<file path="src/rtl/ireg_skew_border_pkg.sv">
// Shared constants and helpers for the skewed left-border input register.
// The per-row stage record is declared in skew_stage so it follows WIDTH.
package ireg_pkg;

    localparam logic MODE_SKEW   = 1'b1;
    localparam logic MODE_BYPASS = 1'b0;

    // Number of register stages in row r's chain.
    function automatic int stage_depth(input int r, input int skew);
        return 1 + r * skew;
    endfunction

endpackage

</file>
<file path="src/rtl/ireg_skew_border_if.sv">
// Controller-side bundle of the border register: control, operand word-set and edge outputs.
interface ireg_skew_border_if #(
    parameter int WIDTH = 16,
    parameter int ROWS  = 4
);
    logic                    en;
    logic                    clr;
    logic                    skew_en;
    logic                    i_valid;
    logic [ROWS*WIDTH-1:0]   i_data;
    logic [ROWS-1:0]         o_valid;
    logic [ROWS*WIDTH-1:0]   o_data;
    logic                    o_busy;
    logic                    o_mode;

    modport master (
        output en, clr, skew_en, i_valid, i_data,
        input  o_valid, o_data, o_busy, o_mode
    );

    modport slave (
        input  en, clr, skew_en, i_valid, i_data,
        output o_valid, o_data, o_busy, o_mode
    );
endinterface

</file>
<file path="src/rtl/ireg_skew_border_stage.sv">
// One row's delay chain of {valid, data} stages with hold and flush.
// The next-state view is exported so the parent can register occupancy without extra latency.
module skew_stage #(
    parameter int WIDTH = 16,
    parameter int DEPTH = 1
) (
    input  logic             clk,
    input  logic             rst_n,
    input  logic             en,
    input  logic             clr,
    input  logic             in_valid,
    input  logic [WIDTH-1:0] in_data,
    output logic             first_valid,
    output logic [WIDTH-1:0] first_data,
    output logic             last_valid,
    output logic [WIDTH-1:0] last_data,
    output logic             first_valid_next,
    output logic             any_valid_next
);
    typedef struct packed {
        logic             valid;
        logic [WIDTH-1:0] data;
    } stage_t;

    stage_t           stage_reg  [DEPTH];
    stage_t           stage_next [DEPTH];
    logic [DEPTH-1:0] valid_next_vec;

    always_comb begin
        stage_next = stage_reg;
        if (clr) begin
            for (int i = 0; i < DEPTH; i++) stage_next[i] = '0;
        end else if (en) begin
            // Invalid entries are forced to zero so an idle array sees zeros.
            stage_next[0].valid = in_valid;
            stage_next[0].data  = in_valid ? in_data : '0;
            for (int i = 1; i < DEPTH; i++) stage_next[i] = stage_reg[i-1];
        end
    end

    always_ff @(posedge clk or negedge rst_n) begin
        if (!rst_n) begin
            for (int i = 0; i < DEPTH; i++) stage_reg[i] <= '0;
        end else begin
            stage_reg <= stage_next;
        end
    end

    genvar gi;
    generate
        for (gi = 0; gi < DEPTH; gi++) begin : g_vnext
            assign valid_next_vec[gi] = stage_next[gi].valid;
        end
    endgenerate

    assign first_valid      = stage_reg[0].valid;
    assign first_data       = stage_reg[0].data;
    assign last_valid       = stage_reg[DEPTH-1].valid;
    assign last_data        = stage_reg[DEPTH-1].data;
    assign first_valid_next = valid_next_vec[0];
    assign any_valid_next   = |valid_next_vec;

endmodule

</file>
<file path="src/rtl/ireg_skew_border.sv">
// Left-border input register of the systolic array: per-row diagonal skew, runtime bypass,
// and registered occupancy so the controller can tell when the wavefront has drained.
module ireg_skew_border
    import ireg_pkg::*;
#(
    parameter int WIDTH = 16,
    parameter int ROWS  = 4,
    parameter int SKEW  = 1
) (
    input  logic               clk,
    input  logic               rst_n,
    ireg_skew_border_if.slave  bus
);
    logic                  mode_reg,  mode_next;
    logic                  busy_reg,  busy_next;
    logic [ROWS-1:0]       first_next_vec;
    logic [ROWS-1:0]       any_next_vec;
    logic [ROWS-1:0]       o_valid_w;
    logic [ROWS*WIDTH-1:0] o_data_w;

    genvar gi;
    generate
        for (gi = 0; gi < ROWS; gi++) begin : g_row
            logic             first_valid, last_valid;
            logic [WIDTH-1:0] first_data,  last_data;

            skew_stage #(
                .WIDTH (WIDTH),
                .DEPTH (stage_depth(gi, SKEW))
            ) u_stage (
                .clk              (clk),
                .rst_n            (rst_n),
                .en               (bus.en),
                .clr              (bus.clr),
                .in_valid         (bus.i_valid),
                .in_data          (bus.i_data[gi*WIDTH +: WIDTH]),
                .first_valid      (first_valid),
                .first_data       (first_data),
                .last_valid       (last_valid),
                .last_data        (last_data),
                .first_valid_next (first_next_vec[gi]),
                .any_valid_next   (any_next_vec[gi])
            );

            assign o_valid_w[gi]                 = (mode_reg == MODE_SKEW) ? last_valid : first_valid;
            assign o_data_w[gi*WIDTH +: WIDTH]   = (mode_reg == MODE_SKEW) ? last_data  : first_data;
        end
    endgenerate

    // A mode switch is only taken when nothing is in flight, so a wavefront is never split.
    always_comb begin
        mode_next = mode_reg;
        if (bus.clr)
            mode_next = bus.skew_en;
        else if (bus.en && !busy_reg && !bus.i_valid)
            mode_next = bus.skew_en;
        busy_next = (mode_next == MODE_SKEW) ? |any_next_vec : |first_next_vec;
    end

    always_ff @(posedge clk or negedge rst_n) begin
        if (!rst_n) begin
            mode_reg <= MODE_SKEW;
            busy_reg <= 1'b0;
        end else begin
            mode_reg <= mode_next;
            busy_reg <= busy_next;
        end
    end

    assign bus.o_valid = o_valid_w;
    assign bus.o_data  = o_data_w;
    assign bus.o_busy  = busy_reg;
    assign bus.o_mode  = mode_reg;

endmodule

</file>
<file path="src/flat_wrapper.sv">
// flat-port wrapper written by rule: the top's interface ports become plain ports
module ireg_skew_border_flat import ireg_pkg::*;
#(
    parameter int WIDTH = 16,
    parameter int ROWS  = 4,
    parameter int SKEW  = 1
)
  (clk, rst_n, bus_en, bus_clr, bus_skew_en, bus_i_valid, bus_i_data, bus_o_valid, bus_o_data, bus_o_busy, bus_o_mode);
  ireg_skew_border_if #(.WIDTH(WIDTH), .ROWS(ROWS)) bus_i ();
  input  logic clk;
  input  logic rst_n;
  input wire logic [$bits(bus_i.en)-1:0] bus_en;
  input wire logic [$bits(bus_i.clr)-1:0] bus_clr;
  input wire logic [$bits(bus_i.skew_en)-1:0] bus_skew_en;
  input wire logic [$bits(bus_i.i_valid)-1:0] bus_i_valid;
  input wire logic [$bits(bus_i.i_data)-1:0] bus_i_data;
  output wire logic [$bits(bus_i.o_valid)-1:0] bus_o_valid;
  output wire logic [$bits(bus_i.o_data)-1:0] bus_o_data;
  output wire logic [$bits(bus_i.o_busy)-1:0] bus_o_busy;
  output wire logic [$bits(bus_i.o_mode)-1:0] bus_o_mode;
  assign bus_i.en = bus_en;
  assign bus_i.clr = bus_clr;
  assign bus_i.skew_en = bus_skew_en;
  assign bus_i.i_valid = bus_i_valid;
  assign bus_i.i_data = bus_i_data;
  assign bus_o_valid = bus_i.o_valid;
  assign bus_o_data = bus_i.o_data;
  assign bus_o_busy = bus_i.o_busy;
  assign bus_o_mode = bus_i.o_mode;
  ireg_skew_border #(.WIDTH(WIDTH), .ROWS(ROWS), .SKEW(SKEW)) u_core (.clk(clk), .rst_n(rst_n), .bus(bus_i));
endmodule
</file>
<file path="config.mk">
export PLATFORM = sky130hd
export DESIGN_NAME = ireg_skew_border_flat
export DESIGN_NICKNAME = d
export VERILOG_FILES = /design/src/rtl/ireg_skew_border_pkg.sv /design/src/rtl/ireg_skew_border_if.sv /design/src/rtl/ireg_skew_border_stage.sv /design/src/rtl/ireg_skew_border.sv /design/src/flat_wrapper.sv
export SDC_FILE = /design/constraint.sdc
export NUM_CORES = 1
export LEC_CHECK = 0
export ABC_CLOCK_PERIOD_IN_PS = 3820
export CORE_ASPECT_RATIO = 0.75
export CORE_MARGIN = 5
export CORE_UTILIZATION = 56
export CTS_BUF_LIST = sky130_fd_sc_hd__clkbuf_4 sky130_fd_sc_hd__clkbuf_8 sky130_fd_sc_hd__clkbuf_16
export DETAILED_ROUTE_END_ITERATION = 12
export PLACE_DENSITY = 0.95
export REMOVE_ABC_BUFFERS = 1
export SLEW_MARGIN = 10
export SYNTH_ARGS = -nofsm -noshare
export SYNTH_HDL_FRONTEND = slang
export SYNTH_SLANG_ARGS = --single-unit
</file>
<file path="constraint.sdc">
create_clock -name clk -period 3.82 [get_ports clk]
set_input_delay 0.764 -clock clk [delete_from_list [all_inputs] [get_ports clk]]
set_output_delay 0.764 -clock clk [all_outputs]
set_load 0.005 [all_outputs]
</file>
After elaboration in Yosys (flattened, before gate mapping)
Index checks and enable logic that the tools add are counted.
Widths: inputs -> output; s select.
- bits in registers: 172
- input bits: 70
- output and inout port bits: 70
- word-level logic and storage cells: 50
- muxes and demuxes: 21
- reduce and logical (&&, ||, !) cells: 7
- operators with widths (operator ; number):
    $mux 68 ; 2
    $mux 16 ; 7
    $mux 51 ; 2
    $mux 34 ; 2
    $mux 17 ; 2
    $reduce_or 10->1 ; 1
    $mux 1 ; 6
    $reduce_or 4->1 ; 1
    $logic_and 1x1->1 ; 2
    $logic_not 1->1 ; 2
    $reduce_bool 2->1 ; 1

Longest topological paths before layout
- depth after elaboration: 6
- mapped depth: 6
- mapped depth without buffers: 4

Cells and area by module
From an unflattened synthesis, not the netlist that was laid out.
- cells, all modules: 738
- area total of the unflattened synthesis: 8725.9 um^2
- by module, submodules not included (module ; times used ; cells each ; area each (um^2) ; sequential area each (um^2)):
    skew_stage at u_core.g_row[3].u_stage ; 1 ; 237 ; 2900.3 ; 1701.6
    skew_stage at u_core.g_row[2].u_stage ; 1 ; 221 ; 2477.4 ; 1276.2
    skew_stage at u_core.g_row[1].u_stage ; 1 ; 133 ; 1481.4 ; 850.8
    ireg_skew_border ; 1 ; 86 ; 1054.8 ; 51.3
    skew_stage at u_core.g_row[0].u_stage ; 1 ; 61 ; 812.0 ; 425.4

Worst setup path before layout
Ideal clock, no wire load.
- path kind: register to output
- from: reg u_core.mode_reg, in the netlist u_core.bus.o_mode
- to: out bus_o_data[16]
- data arrival time: 1.216 ns
- required time: 3.056 ns
- setup slack: 1.840 ns
- stages on the path, launching flop included: 4
- buffers on the path: 2
- path through: dfstp_2 -> buf_2 -> buf_2 -> mux2_2
- cells in the longest elaborated chain, start to end: 1
- ends and longest elaborated chain (element ; line ; RTL):
    start, declared ; ireg_skew_border.sv:14 ; logic mode_reg, mode_next;
    start signal, assigned ; ireg_skew_border.sv:65 ; mode_reg <= mode_next;
    $mux 16 ; ireg_skew_border.sv:46 ; assign o_data_w[gi*WIDTH +: WIDTH] = (mode_reg == MODE_SKEW) ? last_data : first_data;
    end, declared ; flat_wrapper.sv:18 ; output wire logic [$bits(bus_i.o_data)-1:0] bus_o_data;
Every way passes these cells.

Worst setup path in the final report
- from: reg u_core.mode_reg, in the netlist u_core.bus.o_mode
- to: out bus_o_data[36]
Same word-level chain as after synthesis.

==> flow_summary.ini <==
[timing]
fin_crit_ns = 3.282
grt_setup_unrepaired = no
hold_viol = 0
fin_setup_tns_ns = 0
fin_crit_sh_pct = 85.93
fin_worst_skew_ns = 0.004421
worstMarginPinSlew_ns = 0.8741
slew_headroom_pct = 41.59
setup_viol = 0
max_freq_mhz = 304.6
finalMaxSlewViolations = 0

[cells_and_area]
largest_register_ffs = 64
antenna_cells = 0
drive_gt1_share_pct = 14.14
area_delta_synth_final_pct = 27.48
fill_cells = 851
mostFrequentLayoutCell = dfrtp_1
layout.nets = 752
final_cell_mix = dfrtp_1, clkdlybuf4s50_1, nor2_1

[clocking]
clock_path_buffers = 2
cts_made_buffers = 17
cts_tree = done
cts_max_level = 4
root_buffer = clkbuf_16
clk_pin_slew_worst_paths_ns = 0.06
cts.hold.buffers_added = 0
clock_latency_ns = 0.41
post_cts_buffers = 0
clock-sinks = 172
cts.repair.resized = 0

[setup_path]
crit_family = flip-flops
crit_buf_inv = 2
path_cells = buf_12 -> mux2_2 -> clkdlybuf4s50_1
cp-start-kind = register
crit_arrival_ns = 2.52
crit_slowest_cell = dfstp_2
crit_fanout = 30
cp-end-kind = output pin
crit_type = register to output pin
critPathRequiredTime_ns = 3.06
max_stage_delay_ns = 0.94

[pwr]
ir_worst_vdd_mv = 0.2884
power_uw = 3913
powerDensity_mw_per_mm2 = 422.7
p_leak_uw = 0.004509

[detailed_routing]
ant_nets = 0
drc_errors = 0
totalWireLength_um = 16180
drt-pass1-iter-count = 5
drtIter0Drc = 321
via_per_inst = 5.615
wl_per_cell_um = 18.72
vias = 4851

[die]
design.core.area_sq_mm = 0.01284
die_y_um = 108.6
fp.dieW_um = 141.5
dieArea_sq_mm = 0.01537
ios = 140
start_util_pct = 56.57
rows = 36

[yosys]
yosys_warnings = 0
syn_inst = 559
syn_avg_cell_area_sq_um = 12.99
syn_area_sq_mm = 0.007262
synth_seq_cells = 172
seq_area_frac_synth_pct = 59.29
ys_types = 22

[worst_hold_path]
hp-class = primary input to async pin

[grt]
grt_overflow_total = 0
grt_pass1_wl_um = 26700
grt_max_degree = 90
grtUsageTotal_pct = 22.13
first_global_vias = 5158
antenna_found_initial = 0

[flow_run]
cap_violations = 0

[place]
gp_congestion = 0.8199
dpl.hpwl_um = 10480
io_buffers = 139

[status]
status = finished, final reports clean
[cell usage after synthesis]
master / instances / area, sq um
dfrtp_1: 171 / 4279
nor2_1: 103 / 386.6
mux2i_1: 102 / 1021
a22o_1: 64 / 560.5
mux2_2: 51 / 574.3
buf_2: 26 / 130.1
buf_4: 13 / 97.59
a21oi_1: 6 / 30.03
nand2_1: 6 / 22.52
clkbuf_1: 3 / 11.26
inv_1: 2 / 7.510
nor2_4: 2 / 22.52
buf_6: 1 / 11.26
dfstp_2: 1 / 26.28
nand2_2: 1 / 6.260
nand4bb_1: 1 / 11.26
nor3_1: 1 / 5.000
nor3b_2: 1 / 12.51
nor4_1: 1 / 6.260
o21ai_0: 1 / 5.000
o311ai_4: 1 / 26.28
o41ai_1: 1 / 8.760
[per-stage QoR]
step	setup slack (ns)	cells	hold slack, ns	cell area (sq um)	utilization [%]
2_1_floorplan	1.550	516	0.4684	7012	-
3_3_place_gp	1.047	834	0.4882	8702	67.79
3_5_place_dp	0.9543	834	0.4910	8702	67.79
4_1_cts	0.5156	864	0.4457	9258	72.12
5_1_grt	0.4339	864	0.4845	9258	72.12
6_report	0.5375	864	0.4221	9258	72.12
[worst paths after layout]
kind	from	endpoint	slack (ns)	cells past startpoint
max	u_core.bus.o_mode$_DFF_PN1_	bus_o_data[36]	0.54	3
min	rst_n	u_core.g_row[3].u_stage.stage_reg[37]$_DFFE_PN0P_	0.42	1
max reg2reg	u_core.bus.o_mode$_DFF_PN1_	u_core.bus.o_busy$_DFF_PN0_	1.74	5
min reg2reg	u_core.g_row[0].u_stage.first_data[5]$_DFFE_PN0P_	u_core.g_row[0].u_stage.first_data[5]$_DFFE_PN0P_	0.50	1
max in group asynchronous	rst_n	u_core.g_row[2].u_stage.stage_reg[21]$_DFFE_PN0P_	2.47	2
min in group clk	u_core.g_row[0].u_stage.first_data[5]$_DFFE_PN0P_	u_core.g_row[0].u_stage.first_data[5]$_DFFE_PN0P_	0.50	1
[where the power goes]
group / switching (uW) / leakage, uW / internal (uW) / total (uW)
logic: 178 / 0.00186 / 211 / 388
clock network: 649 / 0.000281 / 959 / 1610
registers: 47.6 / 0.00237 / 1870 / 1920
total: 875 / 0.00451 / 3040 / 3910
[layout make-up]
type	instances	area, sq um	area share [%]
Sequential cell	172	4305	46.51
Timing Repair Buffer	147	1476	15.95
Clock buffer	22	488.0	5.271
Inverter	2	7.507	0.08109
Clock inverter	8	67.56	0.7298
Tap cell	171	214.0	2.311
Multi-Input combinational cell	342	2699	29.15
[cell families (layout without fill, tap and decap cells)]
| kind of cell | count (synthesis) | count (layout) | synth area share [%] |
|---|---|---|---|
| AO/OA/AOI/OAI | 73 | 73 | 8.684 |
| buffers and inverters | 45 | 179 | 3.549 |
| flip-flops | 172 | 172 | 59.29 |
| multiplexers | 153 | 153 | 21.97 |
| AND/OR/NAND/NOR | 116 | 116 | 6.513 |
[metal layers]
| metal | up-vias | global-route usage (%) | routed length, um |
|---|---|---|---|
| met1 | 2456 | 30.24 | 7381 |
| met5 | - | 0 | 0 |
| li1 | 2224 | - | - |
| met4 | 0 | 6.233 | 142 |
| met2 | 159 | 35.11 | 7749 |
| met3 | 12 | 6.401 | 903 |
(Power assumes the default switching activity.)
==> variant, RTL diff (same settings) <==
`ROWS` is set to 4 in 3 places; all go to 3.
--- a/src/rtl/ireg_skew_border_if.sv
+++ b/src/rtl/ireg_skew_border_if.sv
@@ -3,3 +3,3 @@
     parameter int WIDTH = 16,
-    parameter int ROWS  = 4
+    parameter int ROWS  = 3
 );
--- a/src/rtl/ireg_skew_border.sv
+++ b/src/rtl/ireg_skew_border.sv
@@ -6,3 +6,3 @@
     parameter int WIDTH = 16,
-    parameter int ROWS  = 4,
+    parameter int ROWS  = 3,
     parameter int SKEW  = 1
--- a/src/flat_wrapper.sv
+++ b/src/flat_wrapper.sv
@@ -4,3 +4,3 @@
     parameter int WIDTH = 16,
-    parameter int ROWS  = 4,
+    parameter int ROWS  = 3,
     parameter int SKEW  = 1
Ports: changed (resized bus_i_data, bus_o_data and bus_o_valid); port bits go from 140 to 107. No check against the original RTL was run, so the function may have changed too.
==> variant against the original RTL <==
- final area shrank 39%
- sequential cell count fell by 68
- synthesized area decreased by 40%
- routed wire length shrank 38%
- power fell by 45%
- setup slack gained 0.13 ns
- count of clock-buffer cells in the layout fell by 12
- highest routed layer is now met5
==> variant: results (changes against the original RTL) <==
Synthesis
  – Synth cell count leaders: dfrtp_1, nor2_1, mux2i_1
  – Seq/Total Area, Yosys: 59.5% (+0.22 points)
  – Synth area leaders: dfrtp_1, mux2i_1, a22o_1
  – Cell variety after synth: 20 (-9.1%)
  – Asr flop ratio synth: 100% (unchanged)
  – Syn. warnings: 0 (unchanged)

Final layout
  – # nets final: 484 (-36%)
  – Number of flip-flops in the largest register: 48 (-25%)
  – Share of cells above drive strength 1: 14.1% (-0.086 points)

Routing
  – Final WL: 10.1 mm (-38%)
  – Number of detailed-routing iterations run before antenna repair: 4 (-1)
  – DR iter-0 viols: 130 (-60%)
  – Vias per cell: 5.65 (+0.57%)

Timing
  – Worst-margin pin slew: 0.905 ns (+0.0314 ns)
  – Worst-case clock skew: 0.00894 ns (+0.00452 ns)
  – Period utilization: 82.6% (-3.3 points)

Placed design
  – GPL Wtd Cong: 0.808 (-1.4%)
  – PortBufs: 106 (-24%)
  – DP Wirelength: 6.69 mm (-36%)

Min path
  – HP Class: in -> async

Power and ir drop
  – LEAKAGE: 2.72 nW (-40%)
  – Sw Share: 23.2% (+0.89 points)
  – Max VDD drop: 0.245 mV (-15%)

Clocking
  – Clock Tree Root: clkbuf_8
  – Setup repair bufs after CTS: 0 (unchanged)
  – Clock-pin slew on the worst setup and hold paths: 0.10 ns (+0.04 ns)
  – Inserted Clock Buffers: 9 (-8)
  – Worst-Skew Late Latency: 0.36 ns (-0.05 ns)
  – Htree depth: 3 (-1)

Global route
  – Gr usage total: 21.3% (-0.85 points)
  – Initial antenna violation count: 1 (+1)
  – First-pass GRT wire length: 16.7 mm (-38%)
  – Vias in the first global route: 3,241 (-37%)
  – Largest net degree at the start of global routing: 47 (-48%)

Setup path
  – WP data arrival: 2.39 ns (-0.13 ns)
  – Max stage delay on crit path: 1.14 ns (+0.20 ns)
  – Reg-to-reg startpoint: u_core.bus.o_mode
  – Reg2Reg Depth: 3 (-2)
  – Register-to-register setup slack: 1.90 ns (+0.16 ns)
  – Worst Path Max Fanout: 36 (+20%)

Status
  – Status: completed
-- variant: changes by cell type after synthesis, moves of 15 or more --
cell	unedited run	this run
a22o_1	64	49
buf_2	26	11
dfrtp_1	171	103
mux2_2	51	34
mux2i_1	102	51
nor2_1	103	52
-- variant: kinds of logic after synthesis --
logic type / count (synthesis) / share of synthesized area [%]
buffers and inverters: 29 / 3.66
multiplexers: 85 / 20.4
AO/OA/AOI/OAI: 55 / 10.6
flip-flops: 104 / 59.5
AND/OR/NAND/NOR: 61 / 5.81
-- variant: layout make-up --
| type | count | area [sq um] |
|---|---|---|
| flip-flops and latches | 104 | 2600 |
| fillers | 470 | 1790 |
| multi-input cells | 201 | 1620 |
| repair buffers | 112 | 1100 |
| clock buffers | 10 | 138 |
| well taps | 101 | 126 |
| clock inverters | 5 | 81.3 |
| inverters | 2 | 7.51 |
-- variant: routing by layer --
metal | part of all wire (%) | vias up | global-route usage [%]
li1 | - | 1385 | -
met1 | 45 | 1499 | 28.9
met2 | 47 | 123 | 34.5
met3 | 7.2 | 12 | 6.84
met4 | 0.98 | 2 | 3.71
met5 | 0.070 | - | 0
-- variant: worst max-delay path, delay by kind of cell, from the launching register on --
family / cells / cell delay, ns
muxes: 1 / 0.43
DFF: 1 / 1.14
buffers and inverters: 1 / 0.46
-- variant: through the flow --
stage	hold slack, ns	total power (W)	area (sq um)	worst slack [ns]	cells
detailed placement	0.490	0.00145	5460	1.05	520
CTS	0.385	0.00218	5680	0.649	535
finish	0.381	0.00217	5680	0.665	535
floorplan	0.468	0.00127	4220	1.16	307
global route	0.401	0.00226	5680	0.577	535
global placement	0.488	0.00144	5460	1.08	520
-- variant: worst max-delay path by stage --
stage / to / slack, ns / cells after the start
global route: bus_o_data[39] / 0.58 / 2
global placement: bus_o_data[47] / 1.08 / 2
floorplan: u_core.g_row[0].u_stage.first_data[0] / 1.16 / 2
CTS: bus_o_data[39] / 0.65 / 2
detailed placement: bus_o_data[39] / 1.05 / 2
finish: bus_o_data[45] / 0.67 / 2
-- variant: power groups by stage --
stage | combinational, W | sequential [W] | clock (W)
final | 0.000253 | 0.00117 | 0.000742
after global routing | 0.000273 | 0.00118 | 0.000802
after CTS | 0.000257 | 0.00117 | 0.000755
after detailed placement | 0.000255 | 0.00119 | 0
after global placement | 0.000247 | 0.00119 | 0
after floorplan | 0.0000841 | 0.00118 | 0
